[src/rtl/tlc_pkg.sv]
// Shared types and lamp encodings for the multi-phase traffic-light controller.
package tlc_pkg;

    localparam int unsigned LAMP_W = 3;

    typedef enum logic [1:0] {
        ST_GREEN  = 2'd0,
        ST_YELLOW = 2'd1,
        ST_ALLRED = 2'd2,
        ST_FLASH  = 2'd3
    } state_t;

    // Lamp bits are {green, yellow, red}
    localparam logic [LAMP_W-1:0] LAMP_RED = 3'b001;
    localparam logic [LAMP_W-1:0] LAMP_YEL = 3'b010;
    localparam logic [LAMP_W-1:0] LAMP_GRN = 3'b100;
    localparam logic [LAMP_W-1:0] LAMP_OFF = 3'b000;

endpackage

[src/rtl/tlc_dwell_timer.sv]
// Loadable down-counter that saturates at zero; expired is high while the count reads zero.
module tlc_dwell_timer #(
    parameter int unsigned CNT_W = 8
) (
    input  logic             c,
    input  logic             load,
    input  logic [CNT_W-1:0] load_val,
    input  logic             dec,
    output logic             expired
);

    logic [CNT_W-1:0] cnt;

    // No reset of its own: the owner drives load during reset
    always_ff @(posedge c) begin
        if (load) begin
            cnt <= load_val;
        end else if (dec && (cnt != '0)) begin
            cnt <= cnt - CNT_W'(1);
        end
    end

    assign expired = (cnt == '0);

endmodule

[src/rtl/tlc_multi_phase.sv]
// Fixed-time round-robin traffic-light controller with pedestrian walk requests
// and an emergency flash mode; lamp outputs decode directly from registered state.
module tlc_multi_phase
    import tlc_pkg::*;
#(
    parameter  int unsigned N_APPROACH = 2,
    parameter  int unsigned CNT_W      = 8,
    parameter  int unsigned GREEN_T    = 20,
    parameter  int unsigned YELLOW_T   = 4,
    parameter  int unsigned ALLRED_T   = 2,
    parameter  int unsigned FLASH_T    = 8,
    localparam int unsigned IDX_W      = $clog2(N_APPROACH)
) (
    input  logic                         c,
    input  logic                         r,
    input  logic [N_APPROACH-1:0]        ped_req,
    input  logic                         flash,
    output logic [LAMP_W*N_APPROACH-1:0] colour,
    output logic [N_APPROACH-1:0]        walk,
    output logic [IDX_W-1:0]             active,
    output logic                         phase_go
);

    if (N_APPROACH < 2) begin : g_bad_n
        $error("tlc_multi_phase: N_APPROACH must be at least 2");
    end
    if (GREEN_T < 1 || YELLOW_T < 1 || ALLRED_T < 1 || FLASH_T < 1) begin : g_bad_t
        $error("tlc_multi_phase: every dwell time must be at least 1");
    end
    if ($clog2(GREEN_T) > CNT_W || $clog2(YELLOW_T) > CNT_W ||
        $clog2(ALLRED_T) > CNT_W || $clog2(FLASH_T) > CNT_W) begin : g_bad_w
        $error("tlc_multi_phase: CNT_W too narrow for a dwell time");
    end

    localparam logic [CNT_W-1:0] GREEN_LD  = CNT_W'(GREEN_T - 1);
    localparam logic [CNT_W-1:0] YELLOW_LD = CNT_W'(YELLOW_T - 1);
    localparam logic [CNT_W-1:0] ALLRED_LD = CNT_W'(ALLRED_T - 1);
    localparam logic [CNT_W-1:0] FLASH_LD  = CNT_W'(FLASH_T - 1);
    localparam logic [IDX_W-1:0] LAST_IDX  = IDX_W'(N_APPROACH - 1);

    state_t                  state;
    logic [IDX_W-1:0]        act;
    logic [N_APPROACH-1:0]   pending;
    logic                    walk_now;
    logic                    first;
    logic                    toggle;
    logic                    t_load;
    logic [CNT_W-1:0]        t_val;
    logic                    t_exp;

    tlc_dwell_timer #(.CNT_W(CNT_W)) u_timer (
        .c        (c),
        .load     (t_load),
        .load_val (t_val),
        .dec      (1'b1),
        .expired  (t_exp)
    );

    // Timer reload on every state entry, and on each flash half-period
    always_comb begin
        t_load = 1'b0;
        t_val  = '0;
        if (!r) begin
            t_load = 1'b1;
            t_val  = ALLRED_LD;
        end else begin
            case (state)
                ST_GREEN: if (t_exp || flash) begin
                    t_load = 1'b1;
                    t_val  = YELLOW_LD;
                end
                ST_YELLOW: if (t_exp) begin
                    t_load = 1'b1;
                    t_val  = ALLRED_LD;
                end
                ST_ALLRED: if (t_exp) begin
                    t_load = 1'b1;
                    t_val  = flash ? FLASH_LD : GREEN_LD;
                end
                default: if (!flash) begin
                    t_load = 1'b1;
                    t_val  = ALLRED_LD;
                end else if (t_exp) begin
                    t_load = 1'b1;
                    t_val  = FLASH_LD;
                end
            endcase
        end
    end

    always_ff @(posedge c) begin
        if (!r) begin
            state    <= ST_ALLRED;
            act      <= '0;
            pending  <= '0;
            walk_now <= 1'b0;
            first    <= 1'b0;
            toggle   <= 1'b0;
        end else begin
            first   <= 1'b0;
            pending <= pending | ped_req;
            case (state)
                ST_GREEN: if (t_exp || flash) state <= ST_YELLOW;
                ST_YELLOW: if (t_exp) begin
                    state <= ST_ALLRED;
                    act   <= (act == LAST_IDX) ? '0 : act + IDX_W'(1);
                end
                ST_ALLRED: if (t_exp) begin
                    if (flash) begin
                        state  <= ST_FLASH;
                        toggle <= 1'b1;
                    end else begin
                        // Walk grant includes a request sampled on the entry edge itself
                        state    <= ST_GREEN;
                        first    <= 1'b1;
                        walk_now <= pending[act] | ped_req[act];
                        pending  <= (pending | ped_req) & ~(N_APPROACH'(1) << act);
                    end
                end
                default: if (!flash) begin
                    state  <= ST_ALLRED;
                    act    <= '0;
                    toggle <= 1'b0;
                end else if (t_exp) begin
                    toggle <= ~toggle;
                end
            endcase
        end
    end

    always_comb begin
        colour = '0;
        walk   = '0;
        for (int unsigned i = 0; i < N_APPROACH; i++) begin
            colour[LAMP_W*i +: LAMP_W] = LAMP_RED;
            case (state)
                ST_GREEN: if (act == IDX_W'(i)) begin
                    colour[LAMP_W*i +: LAMP_W] = LAMP_GRN;
                    walk[i]                    = walk_now;
                end
                ST_YELLOW: if (act == IDX_W'(i)) colour[LAMP_W*i +: LAMP_W] = LAMP_YEL;
                ST_FLASH: colour[LAMP_W*i +: LAMP_W] = toggle ? LAMP_YEL : LAMP_OFF;
                default: ;
            endcase
        end
    end

    assign active   = act;
    assign phase_go = first;

endmodule

[config.mk]
export PLATFORM = sky130hd
export DESIGN_NAME = tlc_multi_phase
export DESIGN_NICKNAME = d
export VERILOG_FILES = /design/src/rtl/tlc_pkg.sv /design/src/rtl/tlc_dwell_timer.sv /design/src/rtl/tlc_multi_phase.sv
export SDC_FILE = /design/constraint.sdc
export NUM_CORES = 1
export LEC_CHECK = 0
export CAP_MARGIN = 25
export CORE_UTILIZATION = 46
export CTS_CLUSTER_DIAMETER = 150
export DETAILED_ROUTE_END_ITERATION = 12
export GPL_TIMING_DRIVEN = 0
export PLACE_DENSITY = 0.7
export SLEW_MARGIN = 20
export SYNTH_ARGS = -nofsm -noshare
export SYNTH_HDL_FRONTEND = slang
export SYNTH_SLANG_ARGS = --single-unit
[constraint.sdc]
create_clock -name c -period 6.62 [get_ports c]
set_input_delay 1.986 -clock c [delete_from_list [all_inputs] [get_ports c]]
set_output_delay 1.986 -clock c [all_outputs]
set_load 0.005 [all_outputs]
==> impl_metrics.csv, run 1 <==
group,metric,value,unit
worst_setup_path,crit_type,"flop to output port",
floorplanning,chipWidth,53.1,µm
run_status,outcome,"finished, final reports clean",
timing,period_minus_slack,4120,ps
floorplanning,floorplan.die_area,2820,µm²
worst_setup_path,worstSetupEndpointType,"output port",
cts,clock-root-buffer,"clkbuf_4",
worst_setup_path,worst_ep_arrival_time,2130,ps
timing,slew_headroom,0.536,
grt,grt_overflow,0,
floorplanning,design.portCount,15,
place,detailed_place_hpwl,1990,µm
synth,netlist_area,1200,µm²
synth,ys_async_sr_fraction,0,
synth,synthFlopType,"edfxtp_1",
drt,initialDrtViolationCount,20,
worst_setup_path,rr_startpoint,"u_timer.cnt[0]",
place,gp_congestion,0.883,
drt,avgRoutedWirePerCell,15.0,µm
grt,number_of_antenna_violations_at_the_first_check_in_global_routing,0,
worst_setup_path,r2r.worst_path.cells,6,
synth,synthCells,134,
timing,grt_setup_unrepaired,"no",
final_layout,layout.nets,164,
cts,cts_tree,"done",
timing,final_hold_viol_count,0,
worst_setup_path,critical_path.max_fanout,10,
timing,tcrit_tclk_final,0.622,
grt,track_usage,0.219,
grt,grt_pass1_vias,988,
cts,ctsResizeCount,0,
cts,cts.hold.buffers_added,0,
power,p_per_area,434,nW/µm²
power,power.leakage,0.000548,µW
cts,htree_num_levels,1,
synth,yosys.cell_types.count,47,
power,vdd.ir_drop.worst,0.269,mV
drt,drt-vias-per-instance,5.73,
timing,setup_viol,0,
final_layout,area_growth_syn_to_layout,17.8,%
synth,warnings_synthesis,0,
flow_run,timing.max_cap.violations,0,
min_path,holdPathEnd,"walk_now",
drt,drcViolationCount,0,
synth,postSynthNetCount,145,
synth,synth-edff-count,8,
timing,achievable-frequency,0.243,GHz
min_path,number_of_instances_on_the_worst_hold_path,2,
drt,num_vias,1043,
final_layout,antenna_cells,0,
floorplanning,core-area,2480,µm²
timing,worst_hold_slack,543,ps
worst_setup_path,timing.critical_path.required,4630,ps
timing,worst-slew-pin-transition,691,ps
synth,syn_area_cell,8.96,µm²
final_layout,final_layout_size_suffix_gt1_frac,0.118,
grt,grt_pass1_wl,4530,µm
worst_setup_path,crit_path_start_kind,"flop",
drt,drtAntennaViolNets,0,
worst_setup_path,reg_to_reg_slack_setup,4150,ps
grt,grt_start_max_net_pins,11,
floorplanning,dieHeight,53.1,µm
drt,detail_route.first_pass.iterations,5,
min_path,worst_hold_startpoint,"walk_now",
cts,path_clk_slew,110,ps
cts,cts_setup_buffers,0,
min_path,hold_class,"flop to flop",
timing,finalClockSkew,11.5,ps
timing,maxSlewViolCount,0,
worst_setup_path,regToRegEndpoint,"u_timer.cnt[4]",
cts,cts_buffer_depth,2,
floorplanning,row_count,18,
synth,share_of_the_yosys_chip_area_belonging_to_registers,0.333,
place,numPortBuffers,14,
cts,clock_sinks,16,
synth,number_of_synthesized_register_bits,16,
timing,tns,0,ps
drt,wirelength,2730,µm
floorplanning,initial_utilization,0.485,
cts,cts_made_buffers,3,
cts,insertion_delay,290,ps
==> cell type report <==
class / count / area, µm²
repair buffers: 14 / 140
inverters: 9 / 33.8
clock buffers: 4 / 36.3
well taps: 30 / 37.5
flip-flops and latches: 16 / 400
fillers: 230 / 1060
multi-input cells: 102 / 722
plain buffers: 7 / 45.0
==> cell families (layout without fill, tap and decap cells) <==
| kind of cell | after synthesis | count (layout) | synth area share |
|---|---|---|---|
| buf+inv | 16 | 34 | 0.0656 |
| flops | 16 | 16 | 0.333 |
| compound gates | 32 | 32 | 0.191 |
| simple gates | 53 | 53 | 0.258 |
| fa+ha+maj | 6 | 6 | 0.0625 |
| xor+xnor | 6 | 6 | 0.0437 |
| mux | 5 | 5 | 0.0458 |
==> registers in the layout, indices dropped and copies added, names as in the netlist <==
signal	cells
u_timer.cnt	8
toggle	1
phase_go	1
state	2
pending	2
active	1
walk_now	1
==> critical path: stages (launching register included) <==
cell and delay, ps:
dfxtp_1 390, inv_1 140, ha_1 150, clkbuf_1 310, inv_1 210, nor2_1 130, clkdlybuf4s50_1 510
==> synth_stat cells, types with 2 or more instances <==
cell type,number,share of area
a2bb2oi_1,2,0.015
inv_1,9,0.028
xnor2_1,5,0.036
nand3_1,2,0.0083
clkbuf_1,4,0.012
and3_1,3,0.016
nor2b_1,4,0.021
a21oi_1,8,0.033
a21boi_0,2,0.012
o21ai_0,8,0.033
o22ai_1,2,0.010
ha_1,6,0.062
nand4_1,2,0.010
dfxtp_1,8,0.13
o31ai_1,2,0.012
nor3_1,4,0.017
nand2_1,10,0.031
nor4_1,2,0.010
or2_2,2,0.010
nor2_1,11,0.034
or4_1,2,0.012
mux2i_1,4,0.033
edfxtp_1,8,0.20
==> metal layers <==
metal	vias to the layer above	part of all wire	GRT usage	wire length, µm
li1	521	-	-	-
met1	496	0.49	0.290	1330
met2	24	0.48	0.357	1300
met3	2	0.032	0.0316	86
met4	0	0.0037	0.0746	10
met5	-	0	0	0
==> worst max path at each step <==
stage | startpoint | to | slack (ps) | cells after the start
finish | state[1] | colour[2] | 2500 | 6
global route | state[1] | colour[5] | 2320 | 6
CTS | state[1] | colour[2] | 2490 | 6
detailed placement | r | u_timer.cnt[1] | 2820 | 5
global placement | r | u_timer.cnt[1] | 2850 | 5
floorplan | r | u_timer.cnt[1] | 3490 | 4
==> per-stage QoR <==
stage | std cells | setup WS, ps | power [µW] | utilization | instance area (µm²)
after floorplan | 134 | 3490 | 454 | - | 1200
final | 182 | 2500 | 614 | 0.571 | 1420
after CTS | 182 | 2490 | 615 | 0.571 | 1420
after detailed placement | 178 | 2820 | 545 | 0.557 | 1380
after global placement | 178 | 2850 | 533 | 0.557 | 1380
after global routing | 182 | 2320 | 663 | 0.571 | 1420
==> report_power, final <==
group / switching (µW) / total (µW) / internal (µW)
logic: 206 / 368 / 162
registers: 35.3 / 180 / 145
clock network: 32.0 / 65.4 / 33.4
total: 274 / 614 / 340
==> placed cells by master (no fill, tap or decap), drive strengths merged, types with 5 or more instances in the layout <==
master,Yosys,final
o21ai,8,8
dfxtp,8,8
inv,9,9
a21oi,8,8
edfxtp,8,8
nor2,11,11
ha,6,6
xnor2,5,5
clkbuf,5,9
clkdlybuf4s50,0,14
nand2,11,11
(Power assumes the default switching activity.)
==> run 2, diff against run 1 <==
--- a/config.mk
+++ b/config.mk
@@ -10,7 +10,7 @@
 export CTS_CLUSTER_DIAMETER = 150
 export DETAILED_ROUTE_END_ITERATION = 12
 export GPL_TIMING_DRIVEN = 0
-export PLACE_DENSITY = 0.7
+export PLACE_DENSITY = 0.73
 export SLEW_MARGIN = 20
 export SYNTH_ARGS = -nofsm -noshare
 export SYNTH_HDL_FRONTEND = slang
==> constraint.sdc (replaced) <==
create_clock -name c -period 3.7 [get_ports c]
set_input_delay 1.11 -clock c [delete_from_list [all_inputs] [get_ports c]]
set_output_delay 1.11 -clock c [all_outputs]
set_load 0.005 [all_outputs]
==> run 2 against run 1 <==
Net effect:
- sequential power is 78% higher
- highest routed layer unchanged
- utilization stayed put
- clock-buffer cell count stayed put
- largest power group unchanged
- clock power is 85% higher
- clock skew is 6.2 ps lower
- critical path type unchanged
==> impl_metrics.csv, run 2 (synthesis gave the netlist of run 1 again) <==
group,metric,value,unit
worst_setup_path,timing.critical_path.slowest_stage_cell,"clkdlybuf4s50_1",
drt,wirelength,2830,µm
floorplanning,design.portCount,15,
drt,num_vias,1069,
final_layout,final_cell_mix,"clkdlybuf4s50_1, nor2_1, nand2_1",
cts,cts_tree,"done",
floorplanning,floorplan.die_area,2820,µm²
floorplanning,row_count,18,
flow_run,timing.max_cap.violations,0,
cts,path_clk_slew,110,ps
place,detailed_place_hpwl,2110,µm
cts,cts_made_buffers,3,
place,preCtsSetupSlack,745,ps
worst_setup_path,reg_to_reg_slack_setup,1270,ps
worst_setup_path,regToRegEndpoint,"u_timer.cnt[5]",
timing,slew_headroom,0.573,
min_path,worst_hold_startpoint,"walk_now",
timing,finalClockSkew,5.29,ps
drt,detail_route.first_pass.iterations,4,
final_layout,instances_no_fill,182,
place,place_inst,178,
final_layout,leading_cell_type_in_the_layout_fill_and_taps_excluded,"clkdlybuf4s50_1",
power,power.share.switching,0.449,
power,share_clk_of_total_power,0.109,
timing,postLayoutSetupSlackWorst,378,ps
power,p_sw,497,µW
min_path,holdPathEnd,"walk_now",
final_layout,post-route-util,0.571,
drt,initialDrtViolationCount,31,
timing,achievable-frequency,0.301,GHz
cts,insertion_delay,290,ps
worst_setup_path,r2r.worst_path.cells,6,
min_path,hold_class,"flop to flop",
worst_setup_path,cp_peak_stage_delay,530,ps
worst_setup_path,worst_ep_arrival_time,2210,ps
timing,final_hold_viol_count,0,
place,numPortBuffers,14,
floorplanning,chipWidth,53.1,µm
worst_setup_path,crit_path_start_kind,"flop",
drt,drt-vias-per-instance,5.87,
place,gp_congestion,0.854,
final_layout,final_layout_size_suffix_gt1_frac,0.118,
final_layout,largest-register,"u_timer.cnt",
timing,worst-slew-pin-transition,636,ps
run_status,outcome,"finished, final reports clean",
worst_setup_path,crit_type,"flop to output port",
grt,grt_start_max_net_pins,11,
worst_setup_path,worstSetupEndpointType,"output port",
timing,setup_viol,0,
final_layout,area_growth_syn_to_layout,17.8,%
timing,grt_setup_unrepaired,"no",
worst_setup_path,critical_path.max_fanout,10,
cts,cts_buffer_depth,2,
final_layout,layout.nets,164,
worst_setup_path,crit_top_cell,"inv_1",
grt,track_usage,0.225,
worst_setup_path,rr_startpoint,"u_timer.cnt[0]",
worst_setup_path,path_cells,"inv_1, ha_1, clkbuf_1, inv_1, nor2_1, clkdlybuf4s50_1",
timing,tns,0,ps
min_path,number_of_instances_on_the_worst_hold_path,2,
cts,clock-root-buffer,"clkbuf_4",
timing,period_minus_slack,3320,ps
timing,tcrit_tclk_final,0.898,
cts,ctsResizeCount,0,
worst_setup_path,path_buf_inv,4,
worst_setup_path,crit_family,"buffers and inverters",
power,vdd.ir_drop.worst,0.420,mV
floorplanning,initial_utilization,0.485,
power,power.leakage,0.000548,µW
final_layout,top_regs,"u_timer.cnt (8), pending (2), state (2)",
floorplanning,dieHeight,53.1,µm
grt,grt_pass1_vias,1032,
cts,htree_num_levels,1,
grt,grt_pass1_wl,4580,µm
floorplanning,core-area,2480,µm²
drt,avgRoutedWirePerCell,15.5,µm
drt,drtAntennaViolNets,0,
final_layout,antenna_cells,0,
power,power_frac_seq,0.289,
grt,number_of_antenna_violations_at_the_first_check_in_global_routing,0,
final_layout,seqCellArea,400,µm²
cts,clock_sinks,16,
final_layout,largest_reg_flops,8,
final_layout,filler_cell_count,227,
power,p_per_area,781,nW/µm²
timing,maxSlewViolCount,0,
grt,grt_overflow,0,
drt,drcViolationCount,0,
power,part_of_the_power_in_combinational_logic,0.601,
worst_setup_path,timing.critical_path.required,2590,ps
final_layout,multiInputGateArea,722,µm²
cts,cts_setup_buffers,0,
cts,cts.hold.buffers_added,0,
power,intPower,609,µW
run 2: cell counts in the layout (fill, tap and decap cells not counted):
No cell type changed its count.
run 2: routing by layer:
metal / wire (µm) / up-vias / global-route usage / part of all wire
met2: 1430 / 36 / 0.403 / 0.51
met4: 12 / 0 / 0.0658 / 0.0042
met5: 0 / - / 0 / 0
met3: 132 / 2 / 0.0259 / 0.047
met1: 1250 / 508 / 0.279 / 0.44
li1: - / 523 / - / -
run 2: power groups by stage:
stage	combinational [µW]	clock, µW	sequential (µW)
floorplan	504	0	309
global placement	634	0	319
detailed placement	657	0	326
CTS	664	123	322
global route	735	127	330
finish	665	121	320
run 2: worst register-to-register path, delay by kind of cell, from the launching register on:
| family | cells | cell delay [ps] |
|---|---|---|
| flip-flops | 1 | 470 |
| adder cells (fa/ha/maj) | 1 | 210 |
| AND/OR/NAND/NOR | 3 | 1050 |
| buffers and inverters | 2 | 360 |
run 2: cell type report:
| cell class | count | area share |
|---|---|---|
| clock buffers | 4 | 0.0256 |
| flip-flops and latches | 16 | 0.283 |
| plain buffers | 7 | 0.0318 |
| multi-input cells | 102 | 0.510 |
| inverters | 9 | 0.0239 |
| well taps | 30 | 0.0265 |
| repair buffers | 14 | 0.0990 |
run 2: how the worst max path moves through the flow:
stage	start	endpoint	slack, ps	cells after the start
detailed placement	state[1]	colour[2]	740	6
floorplan	r	u_timer.cnt[1]	1450	4
global placement	r	u_timer.cnt[1]	810	5
global route	state[1]	colour[2]	230	6
CTS	state[1]	colour[2]	400	6
finish	state[1]	colour[2]	380	6
run 2: through the flow:
stage | hold slack (ps) | instance area, µm² | power [µW]
3_5_place_dp | 540 | 1380 | 983
4_1_cts | 558 | 1420 | 1110
5_1_grt | 597 | 1420 | 1190
6_report | 557 | 1420 | 1110
2_1_floorplan | 488 | 1200 | 813
3_3_place_gp | 507 | 1380 | 953
